`src/rtl/regfile_write_sequencer.sv`:
```
// Write-side sequencer for the 4x8 sync register file: request FIFO feeding a SETUP/STROBE/RECOVER strobe FSM.
// Define REGFILE_WRSEQ_FWD_EN to enable pending-write bypass on the fwdL_*/fwdR_* ports.
module regfile_write_sequencer #(
  parameter int LOG          = 0,
  parameter int DEPTH        = 4,
  parameter int PULSE_CYCLES = 1
) (
  input  logic       clk,
  input  logic       MR,
  input  logic       req_valid,
  output logic       req_ready,
  input  logic [1:0] req_addr,
  input  logic [7:0] req_data,
  output logic [1:0] wr_addr,
  output logic [7:0] wr_data,
  output logic       _wr_en,
  output logic       busy,
  input  logic [1:0] rdL_addr,
  input  logic [1:0] rdR_addr,
  output logic       fwdL_hit,
  output logic [7:0] fwdL_data,
  output logic       fwdR_hit,
  output logic [7:0] fwdR_data
);
  localparam int AW = $clog2(DEPTH);
  localparam int CW = AW + 1;
  localparam int PW = (PULSE_CYCLES > 1) ? $clog2(PULSE_CYCLES) : 1;
  localparam bit LOG_ON = (LOG != 0);

  typedef struct packed {
    logic [1:0] addr;
    logic [7:0] data;
  } entry_t;

  typedef enum logic [1:0] {IDLE, SETUP, STROBE, RECOVER} state_t;

  entry_t [DEPTH-1:0] r_mem;
  logic [AW-1:0]      r_wptr, r_rptr;
  logic [CW-1:0]      r_count;
  state_t             r_state, w_state_nxt;
  logic [PW-1:0]      r_pcnt;
  logic [1:0]         r_wr_addr;
  logic [7:0]         r_wr_data;
  logic               r_wr_en_n;
  logic               w_push, w_pop, w_nempty;

  assign w_nempty  = (r_count != '0);
  assign req_ready = (r_count != CW'(DEPTH)) && !MR;
  assign w_push    = req_valid && req_ready;

  assign wr_addr = r_wr_addr;
  assign wr_data = r_wr_data;
  assign _wr_en  = r_wr_en_n;
  assign busy    = w_nempty || (r_state != IDLE);

  always_comb begin
    w_state_nxt = r_state;
    w_pop       = 1'b0;
    case (r_state)
      IDLE: begin
        if (w_nempty) begin
          w_pop       = 1'b1;
          w_state_nxt = SETUP;
        end
      end
      SETUP:  w_state_nxt = STROBE;
      STROBE: if (r_pcnt == '0) w_state_nxt = RECOVER;
      RECOVER: begin
        w_state_nxt = IDLE;
        if (w_nempty) begin
          w_pop       = 1'b1;
          w_state_nxt = SETUP;
        end
      end
      default: w_state_nxt = IDLE;
    endcase
  end

  // Storage needs no reset: count/pointers define which entries are live.
  always_ff @(posedge clk) begin
    if (w_push) r_mem[r_wptr] <= {req_addr, req_data};
  end

  always_ff @(posedge clk) begin
    if (MR) begin
      r_state   <= IDLE;
      r_wptr    <= '0;
      r_rptr    <= '0;
      r_count   <= '0;
      r_pcnt    <= '0;
      r_wr_addr <= '0;
      r_wr_data <= '0;
      r_wr_en_n <= 1'b1;
    end else begin
      r_state   <= w_state_nxt;
      // Strobe is derived from the next state so it only ever falls on the SETUP->STROBE edge.
      r_wr_en_n <= (w_state_nxt != STROBE);
      if (w_pop) begin
        r_wr_addr <= r_mem[r_rptr].addr;
        r_wr_data <= r_mem[r_rptr].data;
        r_rptr    <= r_rptr + 1'b1;
      end
      if (w_push) r_wptr <= r_wptr + 1'b1;
      case ({w_push, w_pop})
        2'b10:   r_count <= r_count + 1'b1;
        2'b01:   r_count <= r_count - 1'b1;
        default: r_count <= r_count;
      endcase
      if (r_state == SETUP)
        r_pcnt <= PW'(PULSE_CYCLES - 1);
      else if (r_state == STROBE && r_pcnt != '0)
        r_pcnt <= r_pcnt - 1'b1;
    end
  end

`ifdef REGFILE_WRSEQ_FWD_EN
  // Later matches override earlier ones: in-flight first, then FIFO head to tail.
  function automatic logic [8:0] f_lookup(
    input logic [1:0]         a,
    input entry_t [DEPTH-1:0] mem,
    input logic [AW-1:0]      rptr,
    input logic [CW-1:0]      cnt,
    input logic               infl,
    input entry_t             cur
  );
    logic [8:0]    res;
    logic [AW-1:0] idx;
    res = '0;
    if (infl && cur.addr == a) res = {1'b1, cur.data};
    for (int i = 0; i < DEPTH; i++) begin
      idx = rptr + AW'(i);
      if (CW'(i) < cnt && mem[idx].addr == a) res = {1'b1, mem[idx].data};
    end
    return res;
  endfunction

  logic   w_inflight;
  entry_t w_cur;
  logic   w_unused;

  assign w_inflight = (r_state == SETUP) || (r_state == STROBE);
  assign w_cur      = '{addr: r_wr_addr, data: r_wr_data};
  assign {fwdL_hit, fwdL_data} = f_lookup(rdL_addr, r_mem, r_rptr, r_count, w_inflight, w_cur);
  assign {fwdR_hit, fwdR_data} = f_lookup(rdR_addr, r_mem, r_rptr, r_count, w_inflight, w_cur);
  assign w_unused = LOG_ON;
`else
  logic w_unused;

  assign fwdL_hit  = 1'b0;
  assign fwdL_data = 8'h00;
  assign fwdR_hit  = 1'b0;
  assign fwdR_data = 8'h00;
  assign w_unused  = ^{rdL_addr, rdR_addr, LOG_ON};
`endif

endmodule
```
`config.mk`:
```
export PLATFORM = sky130hd
export DESIGN_NAME = regfile_write_sequencer
export DESIGN_NICKNAME = d
export VERILOG_FILES = /design/src/rtl/regfile_write_sequencer.sv
export SDC_FILE = /design/constraint.sdc
export NUM_CORES = 1
export LEC_CHECK = 0
export ABC_AREA = 1
export CAP_MARGIN = 20
export CORE_MARGIN = 1.5
export CORE_UTILIZATION = 50
export CTS_BUF_LIST = sky130_fd_sc_hd__clkbuf_2 sky130_fd_sc_hd__clkbuf_4 sky130_fd_sc_hd__clkbuf_8
export CTS_CLUSTER_SIZE = 8
export DETAILED_ROUTE_END_ITERATION = 10
export PLACE_DENSITY = 0.76
export SYNTH_ARGS = -nofsm -noshare
export SYNTH_HDL_FRONTEND = slang
export SYNTH_SLANG_ARGS = --single-unit
```
`constraint.sdc`:
```
create_clock -name clk -period 4.1 [get_ports clk]
set_clock_uncertainty 0.2 [all_clocks]
set_input_delay 0.82 -clock clk [delete_from_list [all_inputs] [get_ports clk]]
set_output_delay 0.82 -clock clk [all_outputs]
set_load 0.02 [all_outputs]
```
After elaboration in Yosys (flattened, before gate mapping)
Cells that the tools add are included.
{"block": "classes", "n_reduce_logical": 12, "add_sub_neg": 5, "order_cmp": 3, "eq_ne": 7, "mux": 12}
{"op": "$bwmux W40", "n": 1}
{"op": "$bmux W10 S2", "n": 1}
{"op": "$demux W10 S2", "n": 1}
{"op": "$mux W10", "n": 2}
{"op": "$pmux W2 S4", "n": 1}
{"op": "$eq A2 B2 Y1 const B", "n": 3}
{"op": "$lt A2 B3 Y1 const B", "n": 2}
{"op": "$pmux W3 S2", "n": 1}
{"op": "$add A2 B1 Y2 const B", "n": 2}
{"op": "$eq A2 B1 Y1 const B", "n": 2}
{"op": "$logic_and A1 B1 Y1", "n": 4}
{"op": "$mux W2", "n": 2}
{"op": "$reduce_bool A2 Y1", "n": 2}
{"op": "$reduce_or A2 Y1", "n": 2}
{"op": "$add A3 B1 Y3 const B", "n": 1}
{"op": "$mux W1", "n": 3}
{"op": "$ne A3 B3 Y1 const B", "n": 1}
{"op": "$reduce_bool A3 Y1", "n": 1}
{"op": "$sub A3 B1 Y3 const B", "n": 1}
{"op": "$ge A2 B1 Y1 const B", "n": 1}
{"op": "$logic_not A2 Y1", "n": 1}
{"op": "$ne A2 B2 Y1 const B", "n": 1}
{"op": "$logic_not A1 Y1", "n": 1}
{"op": "$logic_or A1 B1 Y1", "n": 1}
{"op": "$sub A1 B1 Y1 const B", "n": 1}
{"block": "word_totals", "input_bits": 17, "word_cells": 55, "register_bits": 61, "out_inout_bits": 31}

Logic depth before layout (Yosys ltp)
Gate-level depths: netlist (run 1).
{"block": "logic_depth", "depth_word": 5, "mapped_depth": 14, "ltp_nobuf": 14}

Worst setup path after synthesis (run 1)
OpenSTA, ideal clock, no wires.
{"block": "synth_path", "kind": "input -> register", "from": "input port MR", "to": "register r_count[2]", "slack_ps": 1848, "setup_time_ps": 113, "t_required_ps": 3787, "t_arrival_ps": 1940, "n_path_buf": 0, "path_stages": 11, "path_cell_list": "inv_2 -> nand3_1 -> ha_1 -> inv_1 -> fa_1 -> inv_1 -> nand2_1 -> nand3_1 -> nand2_1 -> nand2_1 -> nor2_1"}
{"block": "synth_between", "elab_chain_len": 5, "word_cells_on_any_way": 7, "cone_classes": "eq/ne: 2; mux: 1; reduce/logical: 4"}
{"element": "start: declaration", "line_no": "9", "source": "input logic MR,"}
{"element": "$logic_not A1 Y1", "line_no": "48", "source": "assign req_ready = (r_count != CW'(DEPTH)) && !MR;"}
{"element": "$logic_and A1 B1 Y1", "line_no": "48"}
{"element": "$logic_and A1 B1 Y1", "line_no": "49", "source": "assign w_push = req_valid && req_ready;"}
{"element": "$eq A2 B1 Y1 or $eq A2 B2 Y1 (tied branches)", "line_no": "104", "source": "case ({w_push, w_pop})"}
{"element": "$pmux W3 S2 or $reduce_bool A2 Y1 (tied branches)"}
{"element": "end signal: assignment", "line_no": "105", "source": "2'b10: r_count <= r_count + 1'b1;"}
{"element": "end signal: assignment", "line_no": "106", "source": "2'b01: r_count <= r_count - 1'b1;"}
{"element": "end signal: assignment", "line_no": "107", "source": "default: r_count <= r_count;"}
{"element": "end: declaration", "line_no": "39", "source": "logic [CW-1:0] r_count;"}
Parallel ways exist; a longest one is shown, timed or not.
A chain may end at the register's enable or synchronous reset.

Worst setup path after layout (run 1)
{"block": "layout_path", "from": "input port MR", "to": "output port req_ready"}
{"block": "layout_between", "elab_chain_len": 2}
{"element": "$logic_not A1 Y1", "line_no": "48"}
{"element": "$logic_and A1 B1 Y1", "line_no": "48"}
{"element": "end: declaration", "line_no": "11", "source": "output logic req_ready,"}
Every way passes these cells.

==> results_dict.tcl, run 1 <==
set metrics [dict create \
    status "complete, no violations" \
    setup_viol_count_final 0 \
    synth_top_area_share_pct 41.3 \
    ys_types 19 \
    grt_usage_pct 17.9 \
    slew-limit-headroom_pct 44.9 \
    clkLatencyLatePin_ns 0.33 \
    start_kind "primary input" \
    cts_root_buf "clkbuf_8" \
    die_x_um 79.3 \
    cp_slowest_cell "clkdlybuf4s50_1" \
    vias 1919 \
    wl_um 4850 \
    overflow 0 \
    clkSinkCount 61 \
    cp_num_buf_inv 2 \
    synthesis.area_mm2 0.00291 \
    cts_buffers 9 \
    finalCriticalPeriod_ns 3.27 \
    drtIter0Drc 82 \
    nets 388 \
    std_cell_rows 27 \
    viasPerCell 4.39 \
    slowest_delay_ns 0.66 \
    worst_pin_slew_ns 0.826 \
    ant_nets 0 \
    path_clk_slew_ns 0.07 \
    grt_pass1_wl_um 8280 \
    drc 0 \
    die_area_mm2 0.00628 \
    grt_max_degree 24 \
    die_h_um 79.3 \
    worstPathArrival_ns 2.25 \
    worst_hold_path_type "flip-flop to flip-flop" \
    vdd_drop_max_v 0.000307 \
    crit_chain "clkdlybuf4s50_1, a21oi_1, clkdlybuf4s50_1" \
    synth_cells 330 \
    crit_top_cell "clkdlybuf4s50_1" \
    cts_hold_buf 0 \
    drv_slew 0 \
    ys_ff_latch 61 \
    yosysTopAreaCell "edfxtp_1" \
    layout_commonest_cell "nand2_1" \
    path_max_fanout 5 \
    crit_type "primary input to primary output" \
    gp_congestion 0.721 \
    tritoncts "done" \
    cts.repair.resized 0 \
    start_util_pct 52.2 \
    dp_slack_ns 0.824 \
    cpLargestDelayFamily "buffers and inverters" \
    ys_top_cells_by_area "edfxtp_1 (41%), dfxtp_1 (14%), nand2_1 (12%)" \
    dp_hpwl_um 3060 \
    seq_area_frac_synth_pct 55.8 \
    htree_levels 3 \
    rsz0062_at_grt "false" \
    drtPass1Iterations 4 \
    cap_violations 0 \
    hold_viol 0 \
    n_antenna_cell 0 \
    antenna_found_initial 0 \
    tns_ns 0 \
    final_layout_size_suffix_gt1_share_pct 6.58 \
    most-common-layout-cells "nand2_1 (90), inv_1 (68), edfxtp_1 (40)" \
    clockBufferDepth 2 \
    syn_area_per_cell_um2 8.81 \
    postCtsSetupBuffers 0 \
    fmax_mhz 306 \
    synth-warning-count 0 \
    port_buffers 25 \
    pin_count 48 \
    period_share_pct 79.7 \
    power.density_mw_per_mm2 691 \
    critPathRequiredTime_ns 3.08 \
    wl_per_cell_um 11.1 \
    cp-end-kind "primary output" \
    grt_pass1_vias 1836 \
    area_delta_synth_final_pct 15.2 \
    core_area_mm2 0.00557 \
    postLayoutSetupSlackWorst_ns 0.834 \
    leakagePower_nw 1.58 \
]
cell families (layout without fill, tap and decap cells):
kind of cell	Yosys count	count (layout)	share of synthesized area [%]
other	1	18	0.129
and+or+nand+nor	151	151	21.5
adders and majority gates	11	11	4.99
AOI/OAI and AO/OA	8	8	1.38
DFF	61	61	55.8
buffers and inverters	98	116	16.3
layer usage:
layer	vias up	GRT usage [%]	share of wire (%)
met1	849	21.0	44
met4	0	5.79	0.91
li1	1021	-	-
met5	-	0	0
met2	44	30.4	51
met3	5	6.32	4.6
sequential cells by signal, summed over array words and instances (netlist names):
| register | count |
|---|---|
| r_state | 2 |
| r_count | 3 |
| r_pcnt | 1 |
| wr_addr | 2 |
| wr_data | 8 |
| r_rptr | 2 |
| _wr_en | 1 |
| r_wptr | 2 |
| r_mem | 40 |
metrics by stage:
stage	hold slack [ns]	util, %	power, mW	instance area [um^2]	cells
after global placement	0.238	56.3	1.73	3140	421
after global routing	0.312	60.1	2.50	3350	437
after floorplan	0.221	-	1.55	2970	347
after detailed placement	0.248	56.3	1.75	3140	421
final	0.259	60.1	2.31	3350	437
after CTS	0.259	60.1	2.33	3350	437
layout make-up:
class / instances / area [um^2]
multi-input combinational: 188 / 877
sequential: 61 / 1620
clock buffer: 11 / 139
fill: 487 / 2220
clock inverter: 5 / 75.1
tap: 72 / 90.1
timing repair buffer: 29 / 280
inverter: 71 / 267
worst min-delay path, delay by kind of cell (launching register included):
family / cells / cell delay (ns)
DFF: 1 / 0.32
and+or+nand+nor: 2 / 0.10
report_power, final:
part | switching [mW] | internal, mW
combinational | 0.534 | 0.334
clock | 0.221 | 0.352
sequential | 0.104 | 0.769
final timing paths:
path	slack [ns]	endpoint	startpoint	depth (start not counted)
max reg2reg	1.61	r_count[2]	r_state[0]	13
max	0.83	req_ready	MR	3
min reg2reg	0.26	r_pcnt	r_pcnt	2
min	0.26	r_pcnt	r_pcnt	2
Yosys cell counts (all sizes together):
library cell	n
ha	10
edfxtp	40
buf	27
nand2	92
dfxtp	21
fa	1
nor2	31
nand3	27
inv	71
nor3	1
o21ai	3
conb	1
a21oi	5
(Power assumes the default switching activity.)
==> run 2, diff against run 1 <==
==> constraint.sdc (replaced) <==
create_clock -name clk -period 3.2 [get_ports clk]
set_clock_uncertainty 0.2 [all_clocks]
set_input_delay 0.64 -clock clk [delete_from_list [all_inputs] [get_ports clk]]
set_output_delay 0.64 -clock clk [all_outputs]
set_load 0.02 [all_outputs]
==> run 2 against run 1 <==
Against the previous run: final area decreased by 0.75%; hold slack worse by 0.0047 ns; sequential share of layout area grew 0.36 points; non-clock buffer count is 2 higher; cell count increased by 0.46%.
==> results_dict.tcl, run 2 (synthesized netlist as in run 1, its figures left out) <==
set metrics [dict create \
    status "complete, no violations" \
    worst_hold_path_type "flip-flop to flip-flop" \
    dp_hpwl_um 3200 \
    regMostFlops "r_mem" \
    period_share_pct 90.8 \
    std_cell_rows 27 \
    most-common-layout-cells "nand2_1 (90), inv_1 (68), edfxtp_1 (40)" \
    gp_congestion 0.793 \
    pin_count 48 \
    largest_reg_flops 40 \
    power.density_mw_per_mm2 854 \
    tns_ns 0 \
    finalCriticalPeriod_ns 2.90 \
    setup_viol_count_final 0 \
    port_buffers 25 \
    vdd_drop_max_v 0.000528 \
    grt_usage_pct 17.8 \
    antenna_found_initial 0 \
    start_kind "primary input" \
    path_max_fanout 5 \
    clkLatencyLatePin_ns 0.33 \
    drtPass1Iterations 4 \
    viasPerCell 4.53 \
    path_clk_slew_ns 0.06 \
    wl_um 4990 \
    fillerInstances 473 \
    n_antenna_cell 0 \
    vias 1987 \
    htree_levels 3 \
    cts_hold_buf 0 \
    grt_pass1_vias 1744 \
    cap_violations 0 \
    rsz0062_at_grt "false" \
    p_seq_share_pct 38.5 \
    ant_nets 0 \
    drc 0 \
    fin_cells 439 \
    core_area_mm2 0.00557 \
    grt_max_degree 24 \
    area_delta_synth_final_pct 14.3 \
    fmax_mhz 344 \
    wl_per_cell_um 11.4 \
    slew-limit-headroom_pct 62.9 \
    nets 390 \
    placed_cells 423 \
    die_area_mm2 0.00628 \
    worstPathArrival_ns 2.06 \
    die_h_um 79.3 \
    final_layout_size_suffix_gt1_share_pct 7.36 \
    overflow 0 \
    p_sw_share_pct 38.7 \
    clkSinkCount 61 \
    drtIter0Drc 137 \
    clockBufferDepth 2 \
    cts_root_buf "clkbuf_8" \
    cts_buffers 9 \
    power.internal_mw 1.74 \
    clockPowerShare_pct 20.9 \
    layout_commonest_cell "nand2_1" \
    crit_type "primary input to primary output" \
    hold_viol 0 \
    cts.repair.resized 0 \
    worst_pin_slew_ns 0.555 \
    drv_slew 0 \
    tritoncts "done" \
    start_util_pct 52.2 \
    postCtsSetupBuffers 0 \
    leakagePower_nw 1.58 \
    power.switching_mw 1.10 \
    grt_pass1_wl_um 8110 \
    cp-end-kind "primary output" \
    combPwrFrac_pct 40.6 \
    die_x_um 79.3 \
    critPathRequiredTime_ns 2.36 \
]
## run 2: worst max-delay path: stages
cell             delay, ns
clkdlybuf4s50_1       0.52
a21oi_1               0.25
clkdlybuf4s50_1       0.65
## run 2: layout make-up
type	instances	area, um^2	area share (%)
clock inverters	3	13.8	0.414
multi-input cells	188	877	26.4
flip-flops and latches	61	1620	48.8
clock buffers	13	160	4.82
inverters	71	267	8.02
repair buffers	31	295	8.88
well taps	72	90.1	2.71
## run 2: path summary, 6_finish.rpt
path | start | endpoint | slack (ns) | cells past startpoint
min | r_pcnt | r_pcnt | 0.25 | 2
min reg2reg | r_pcnt | r_pcnt | 0.25 | 2
max reg2reg | r_state[0] | r_count[2] | 0.71 | 14
max | MR | req_ready | 0.30 | 3
## run 2: power groups by stage
stage                     sequential (mW)  combinational, mW  clock (mW)
after floorplan                      1.16              0.826           0
after global placement               1.10               1.12           0
after CTS                            1.10               1.16       0.614
after global routing                 1.11               1.32       0.649
after detailed placement             1.11               1.15           0
final                                1.09               1.15       0.595
## run 2: per-stage QoR
stage / hold WS [ns] / setup WS [ns] / utilization [%] / total power [mW] / instance area, um^2
floorplan: 0.221 / 1.07 / - / 1.99 / 2970
CTS: 0.256 / 0.294 / 59.6 / 2.87 / 3320
global route: 0.287 / 0.241 / 59.6 / 3.08 / 3320
finish: 0.254 / 0.295 / 59.6 / 2.84 / 3320
detailed placement: 0.247 / 0.299 / 56.5 / 2.26 / 3150
global placement: 0.236 / 0.318 / 56.5 / 2.22 / 3150
## run 2: routing by layer
metal / up-vias / global-route usage [%] / routed length (um) / part of all wire [%]
met5: - / 0 / 0 / 0
met4: 0 / 10.7 / 40 / 0.80
met3: 4 / 3.45 / 178 / 3.6
met2: 51 / 29.7 / 2530 / 51
met1: 907 / 21.1 / 2230 / 45
li1: 1025 / - / - / -
